`config.mk`:
```
export PLATFORM = sky130hd
export DESIGN_NAME = i2c_mst_sched
export DESIGN_NICKNAME = d
export VERILOG_FILES = /design/src/rtl/i2c_mst_sched.sv
export SDC_FILE = /design/constraint.sdc
export NUM_CORES = 1
export LEC_CHECK = 0
export CORE_AREA = 2 2 385 387
export CTS_CLUSTER_SIZE = 8
export DETAILED_ROUTE_END_ITERATION = 10
export DIE_AREA = 0 0 387 389
export HOLD_SLACK_MARGIN = 0.12
export PLACE_DENSITY = 0.44
export SLEW_MARGIN = 10
export SYNTH_ARGS = -nofsm -noshare
export SYNTH_HDL_FRONTEND = slang
export SYNTH_SLANG_ARGS = --single-unit
```
`constraint.sdc`:
```
create_clock -name clk -period 7.8 [get_ports clk]
set_input_delay 1.56 -clock clk [delete_from_list [all_inputs] [get_ports clk]]
set_output_delay 1.56 -clock clk [all_outputs]
set_load 0.01 [all_outputs]
```
`src/rtl/i2c_mst_sched.sv`:
```
// Round-robin scheduler sharing one I2C master between NREQ requesters.
// One descriptor in flight at a time: grant, launch, wait for busy to drop, respond.
module i2c_mst_sched #(
    parameter int NREQ      = 4,
    parameter int LAUNCH_TO = 64,
    parameter int XFER_TO   = 65535
) (
    input  logic                 clk,
    input  logic                 rst,
    input  logic [NREQ-1:0]      req_valid,
    input  logic [7*NREQ-1:0]    req_addr,
    input  logic [NREQ-1:0]      req_rw,
    input  logic [4*NREQ-1:0]    req_len,
    input  logic [128*NREQ-1:0]  req_wdata,
    output logic [NREQ-1:0]      req_ready,
    output logic                 rsp_valid,
    input  logic                 rsp_ready,
    output logic [2:0]           rsp_id,
    output logic [1:0]           rsp_err,
    output logic [127:0]         rsp_rdata,
    output logic                 sched_busy,
    output logic [15:0]          mst_ctrl,
    output logic [127:0]         mst_wfifo,
    input  logic [127:0]         mst_rfifo,
    input  logic [7:0]           mst_status
);

    typedef enum logic [1:0] {
        IDLE      = 2'd0,
        LAUNCH    = 2'd1,
        WAIT_DONE = 2'd2,
        RESP      = 2'd3
    } state_t;

    localparam logic [15:0]     LAUNCH_LAST = 16'(LAUNCH_TO - 1);
    localparam logic [15:0]     XFER_LAST   = 16'(XFER_TO - 1);
    localparam logic [NREQ-1:0] ONE_HOT0    = {{(NREQ-1){1'b0}}, 1'b1};

    state_t         state_r;
    logic [2:0]     rr_ptr_r;
    logic [15:0]    cnt_r;
    logic [2:0]     rsp_id_r;
    logic [1:0]     rsp_err_r;
    logic [127:0]   rsp_rdata_r;
    logic           rsp_valid_r;
    logic           sched_busy_r;
    logic [15:0]    mst_ctrl_r;
    logic [127:0]   mst_wfifo_r;

    logic [7:0]     valid8_s;
    logic [3:0]     cand_s;
    logic           grant_hit_s;
    logic [2:0]     grant_idx_s;
    logic [6:0]     sel_addr_s;
    logic           sel_rw_s;
    logic [3:0]     sel_len_s;
    logic [127:0]   sel_wdata_s;
    logic           busy_s;
    logic           status_unused_s;

    assign valid8_s        = 8'(req_valid);
    assign busy_s          = mst_status[7];
    assign status_unused_s = ^mst_status[6:0];

    // Winner search: first valid requester at or above rr_ptr, wrapping at NREQ.
    always_comb begin
        grant_hit_s = 1'b0;
        grant_idx_s = 3'd0;
        cand_s      = 4'd0;
        for (int k = 0; k < NREQ; k++) begin
            cand_s = {1'b0, rr_ptr_r} + 4'(k);
            if (cand_s >= 4'(NREQ)) begin
                cand_s = cand_s - 4'(NREQ);
            end else begin
                cand_s = cand_s;
            end
            if (!grant_hit_s && valid8_s[cand_s[2:0]]) begin
                grant_hit_s = 1'b1;
                grant_idx_s = cand_s[2:0];
            end else begin
                grant_hit_s = grant_hit_s;
            end
        end
    end

    // Descriptor mux for the current winner.
    always_comb begin
        sel_addr_s  = 7'd0;
        sel_rw_s    = 1'b0;
        sel_len_s   = 4'd0;
        sel_wdata_s = 128'd0;
        for (int i = 0; i < NREQ; i++) begin
            if (grant_idx_s == 3'(i)) begin
                sel_addr_s  = req_addr[7*i +: 7];
                sel_rw_s    = req_rw[i];
                sel_len_s   = req_len[4*i +: 4];
                sel_wdata_s = req_wdata[128*i +: 128];
            end else begin
                sel_addr_s  = sel_addr_s;
                sel_rw_s    = sel_rw_s;
                sel_len_s   = sel_len_s;
                sel_wdata_s = sel_wdata_s;
            end
        end
    end

    // Acceptance pulse is combinational so the requester sees it in the grant cycle.
    always_comb begin
        if (state_r == IDLE && grant_hit_s && !rst) begin
            req_ready = ONE_HOT0 << grant_idx_s;
        end else begin
            req_ready = '0;
        end
    end

    // Scheduler FSM with registered master-side and response-side outputs.
    always_ff @(posedge clk) begin
        if (rst) begin
            state_r      <= IDLE;
            rr_ptr_r     <= 3'd0;
            cnt_r        <= 16'd0;
            rsp_id_r     <= 3'd0;
            rsp_err_r    <= 2'b00;
            rsp_rdata_r  <= 128'd0;
            rsp_valid_r  <= 1'b0;
            sched_busy_r <= 1'b0;
            mst_ctrl_r   <= 16'd0;
            mst_wfifo_r  <= 128'd0;
        end else begin
            case (state_r)
                IDLE: begin
                    if (grant_hit_s) begin
                        rsp_id_r     <= grant_idx_s;
                        rr_ptr_r     <= (grant_idx_s == 3'(NREQ - 1)) ? 3'd0 : grant_idx_s + 3'd1;
                        cnt_r        <= 16'd0;
                        sched_busy_r <= 1'b1;
                        mst_ctrl_r   <= {sel_addr_s, sel_rw_s, 1'b1, 3'b000, sel_len_s};
                        mst_wfifo_r  <= sel_wdata_s;
                        state_r      <= LAUNCH;
                    end
                end
                LAUNCH: begin
                    if (busy_s) begin
                        mst_ctrl_r[7] <= 1'b0;
                        cnt_r         <= 16'd0;
                        state_r       <= WAIT_DONE;
                    end else if (cnt_r == LAUNCH_LAST) begin
                        rsp_err_r   <= 2'b01;
                        rsp_rdata_r <= 128'd0;
                        rsp_valid_r <= 1'b1;
                        mst_ctrl_r  <= 16'd0;
                        mst_wfifo_r <= 128'd0;
                        cnt_r       <= 16'd0;
                        state_r     <= RESP;
                    end else begin
                        cnt_r <= cnt_r + 16'd1;
                    end
                end
                WAIT_DONE: begin
                    // Timeout leaves the master running; it is not aborted from here.
                    if (!busy_s) begin
                        rsp_err_r   <= 2'b00;
                        rsp_rdata_r <= mst_rfifo;
                        rsp_valid_r <= 1'b1;
                        mst_ctrl_r  <= 16'd0;
                        mst_wfifo_r <= 128'd0;
                        cnt_r       <= 16'd0;
                        state_r     <= RESP;
                    end else if (cnt_r == XFER_LAST) begin
                        rsp_err_r   <= 2'b10;
                        rsp_rdata_r <= 128'd0;
                        rsp_valid_r <= 1'b1;
                        mst_ctrl_r  <= 16'd0;
                        mst_wfifo_r <= 128'd0;
                        cnt_r       <= 16'd0;
                        state_r     <= RESP;
                    end else begin
                        cnt_r <= cnt_r + 16'd1;
                    end
                end
                RESP: begin
                    if (rsp_ready) begin
                        rsp_valid_r  <= 1'b0;
                        sched_busy_r <= 1'b0;
                        rsp_id_r     <= 3'd0;
                        rsp_err_r    <= 2'b00;
                        rsp_rdata_r  <= 128'd0;
                        cnt_r        <= 16'd0;
                        state_r      <= IDLE;
                    end
                end
                default: begin
                    state_r <= IDLE;
                end
            endcase
        end
    end

    // pld_rdy is masked while reset is held so the master never sees a stale launch.
    assign mst_ctrl   = mst_ctrl_r & {8'hFF, ~rst, 7'h7F};
    assign mst_wfifo  = mst_wfifo_r;
    assign rsp_valid  = rsp_valid_r;
    assign rsp_id     = rsp_id_r;
    assign rsp_err    = rsp_err_r;
    assign rsp_rdata  = rsp_rdata_r;
    assign sched_busy = sched_busy_r;

endmodule

```
==> flow_summary.json <==
{
  "syn_avg_cell_area_um2": 7.72,
  "synthArstFlopShare": 0,
  "fin_nets": 3649,
  "clock.fmax_mhz": 151,
  "pwr-share-comb": 0.597,
  "postCtsHoldBufs": 0,
  "hp-class": "register to register",
  "skew_ps": 35.3,
  "cts_resized": 0,
  "synth_ff_type": "dfxtp_1",
  "stdcell_area_mm2": 0.0292,
  "critPathLaunchType": "input pin",
  "slew_violations": 0,
  "p_int_mw": 4.77,
  "overflow": 0,
  "criticalPathCategory": "input pin to output pin",
  "io_buffers": 975,
  "synthCells": 2109,
  "fp.dieArea_mm2": 0.151,
  "clockBufferDepth": 3,
  "layout_commonest_cell": "clkdlybuf4s50_1",
  "dr_total_vias": 19500,
  "crit_fanout": 8,
  "ioPinCount": 986,
  "period_minus_slack_ps": 6620,
  "num-fill-cells": 16500,
  "p_switching_mw": 4.53,
  "drc_errors": 0,
  "post_cts_buffers": 0,
  "synthToLayoutAreaGrowth_pct": 79.7,
  "p_seq_frac": 0.194,
  "cp.required_ps": 6240,
  "cts_tree": "built",
  "p_leak_nw": 10.3,
  "yosysSeqAreaShare": 0.365,
  "dp_slack_ps": 1220,
  "total_power_mw": 9.30,
  "postRouteAntennaNets": 0,
  "numCtsBuffers": 47,
  "clock_power_share": 0.209,
  "die_w_um": 387,
  "max-vdd-ir-drop_v": 0.000237,
  "finalSetupViolCount": 0,
  "final_cell_mix": "clkdlybuf4s50_1 (974), dfxtp_1 (297), nand2_1 (282)",
  "row_count": 141,
  "ys_warn_count": 0,
  "powerDensity_mw_per_mm2": 318,
  "maxCapViolCount": 0,
  "viasPerCell": 3.98,
  "grt_pass1_wl_um": 157000,
  "initial_core_util": 0.111,
  "fin_crit_sh": 0.849,
  "place_congestion": 0.855,
  "cts_sinks": 297,
  "path_clk_slew_ps": 50,
  "wire_per_inst_um": 24.0,
  "finalHoldViolCount": 0,
  "grt_max_degree": 156,
  "gr-usage-all-layers": 0.149,
  "worstSetupEndpointType": "output pin",
  "drt_first_pass_iters": 5,
  "drive_gt1_frac": 0.102,
  "cp.arrival_ps": 5060,
  "finalWorstSetupSlack_ps": 1180,
  "grt_setup_unrepaired": "no",
  "dp_hpwl_um": 91300,
  "drt_wl_total_um": 118000,
  "die_height_um": 389,
  "grt_pass1_vias": 19300,
  "outcome": "finished clean",
  "yosysUniqueCellTypes": 52,
  "coreArea_mm2": 0.147,
  "root_buffer": "clkbuf_16",
  "setup_tns_ps": 0,
  "drtIter0Drc": 1112,
  "switching_share": 0.487,
  "dpl-instance-area_mm2": 0.0279,
  "htreeDepth": 2,
  "synth-edff-count": 0,
  "worstMarginPinSlew_ps": 1210,
  "syn_area_mm2": 0.0163,
  "slew_headroom": 0.195,
  "worstSkewPairLatency_ps": 620,
  "grt_antenna_before_repair": 91,
  "synth-seq-cells": 297
}
critical path: stages:
cell	delay (ps)
clkdlybuf4s50_1	620
mux2i_1	170
o22ai_1	280
nor3_1	90
a211oi_1	860
ha_4	400
and2_1	440
clkdlybuf4s50_1	630
cells in the mapped netlist, types with 5 or more instances:
library cell / n / area [um2]
nor2b_1: 6 / 37.5
a31o_2: 133 / 1160
or3_1: 7 / 43.8
nor3b_2: 60 / 751
ha_1: 14 / 175
nand3_1: 247 / 1240
a21oi_1: 161 / 806
nor4_1: 5 / 31.3
nand2_1: 282 / 1060
buf_2: 27 / 135
or4_1: 12 / 90.1
nand4_1: 5 / 31.3
o21ai_0: 151 / 756
clkbuf_1: 164 / 616
nand2b_1: 12 / 75.1
buf_1: 22 / 82.6
buf_6: 9 / 101
dfxtp_1: 297 / 5950
nand3b_1: 22 / 165
nor2_1: 153 / 574
and2_1: 6 / 37.5
buf_4: 15 / 113
mux2i_1: 5 / 50.1
a31o_1: 10 / 87.6
o22ai_1: 7 / 43.8
nor3b_1: 81 / 608
a22oi_1: 141 / 1060
inv_1: 15 / 56.3
final timing paths:
kind,from,endpoint,slack (ps),cells past startpoint
max,req_valid[2],req_ready[1],1180,8
min,rsp_rdata[78]$_SDFFE_PP0P_,rsp_rdata[78]$_SDFFE_PP0P_,450,2
max reg2reg,rr_ptr_r[0]$_SDFFE_PP0P_,mst_wfifo[100]$_SDFFE_PP0P_,2540,13
min reg2reg,rsp_rdata[78]$_SDFFE_PP0P_,rsp_rdata[78]$_SDFFE_PP0P_,450,2
power groups by stage:
stage / Clock [mW] / Sequential [mW] / Combinational, mW
3_5_place_dp: 0 / 1.83 / 5.65
6_report: 1.94 / 1.80 / 5.55
3_3_place_gp: 0 / 1.83 / 5.66
4_1_cts: 2.06 / 1.80 / 5.66
2_1_floorplan: 0 / 1.87 / 3.23
5_1_grt: 2.10 / 1.82 / 6.11
cells by family (layout without fill, tap and decap cells):
group	Yosys count	count (layout)	share of synthesized area
and+or+nand+nor	911	911	0.297
AOI/OAI and AO/OA	623	623	0.250
DFF	297	297	0.365
buffers and inverters	253	1092	0.0680
adders and majority gates	14	14	0.0108
muxes	9	9	0.00815
other	1	29	0.000230
xor gates and xnor gates	1	1	0.000538
metrics by stage:
step	cells	util	hold WS, ps
floorplan	2111	-	476
global placement	4813	0.190	442
detailed placement	4813	0.190	445
CTS	4880	0.199	453
global route	4898	0.199	466
finish	4906	0.200	452
layout make-up:
class | instances | area [um2] | area share
Antenna cell | 26 | 65.1 | 0.00222
Clock buffer | 56 | 1220 | 0.0417
Tap cell | 1930 | 2410 | 0.0826
Clock inverter | 11 | 98.8 | 0.00338
Multi-Input combinational cell | 1561 | 9310 | 0.318
Inverter | 16 | 62.6 | 0.00214
Timing Repair Buffer | 1009 | 10100 | 0.346
Sequential cell | 297 | 5950 | 0.203
flip-flops by register name, indices dropped and copies added, names as in the netlist:
register    count
state_r         2
rr_ptr_r        3
sched_busy      1
mst_wfifo     128
rsp_err         2
cnt_r          16
rsp_valid       1
rsp_rdata     128
mst_ctrl_r     13
rsp_id          3
per-layer routing:
layer,GRT usage,vias to the layer above,share of wire
met4,0.0634,66,0.031
met3,0.0681,200,0.11
met1,0.166,9203,0.38
li1,-,9268,-
met2,0.244,783,0.48
met5,0,-,0.0035
Note: power is estimated with default switching activity, not from simulation.
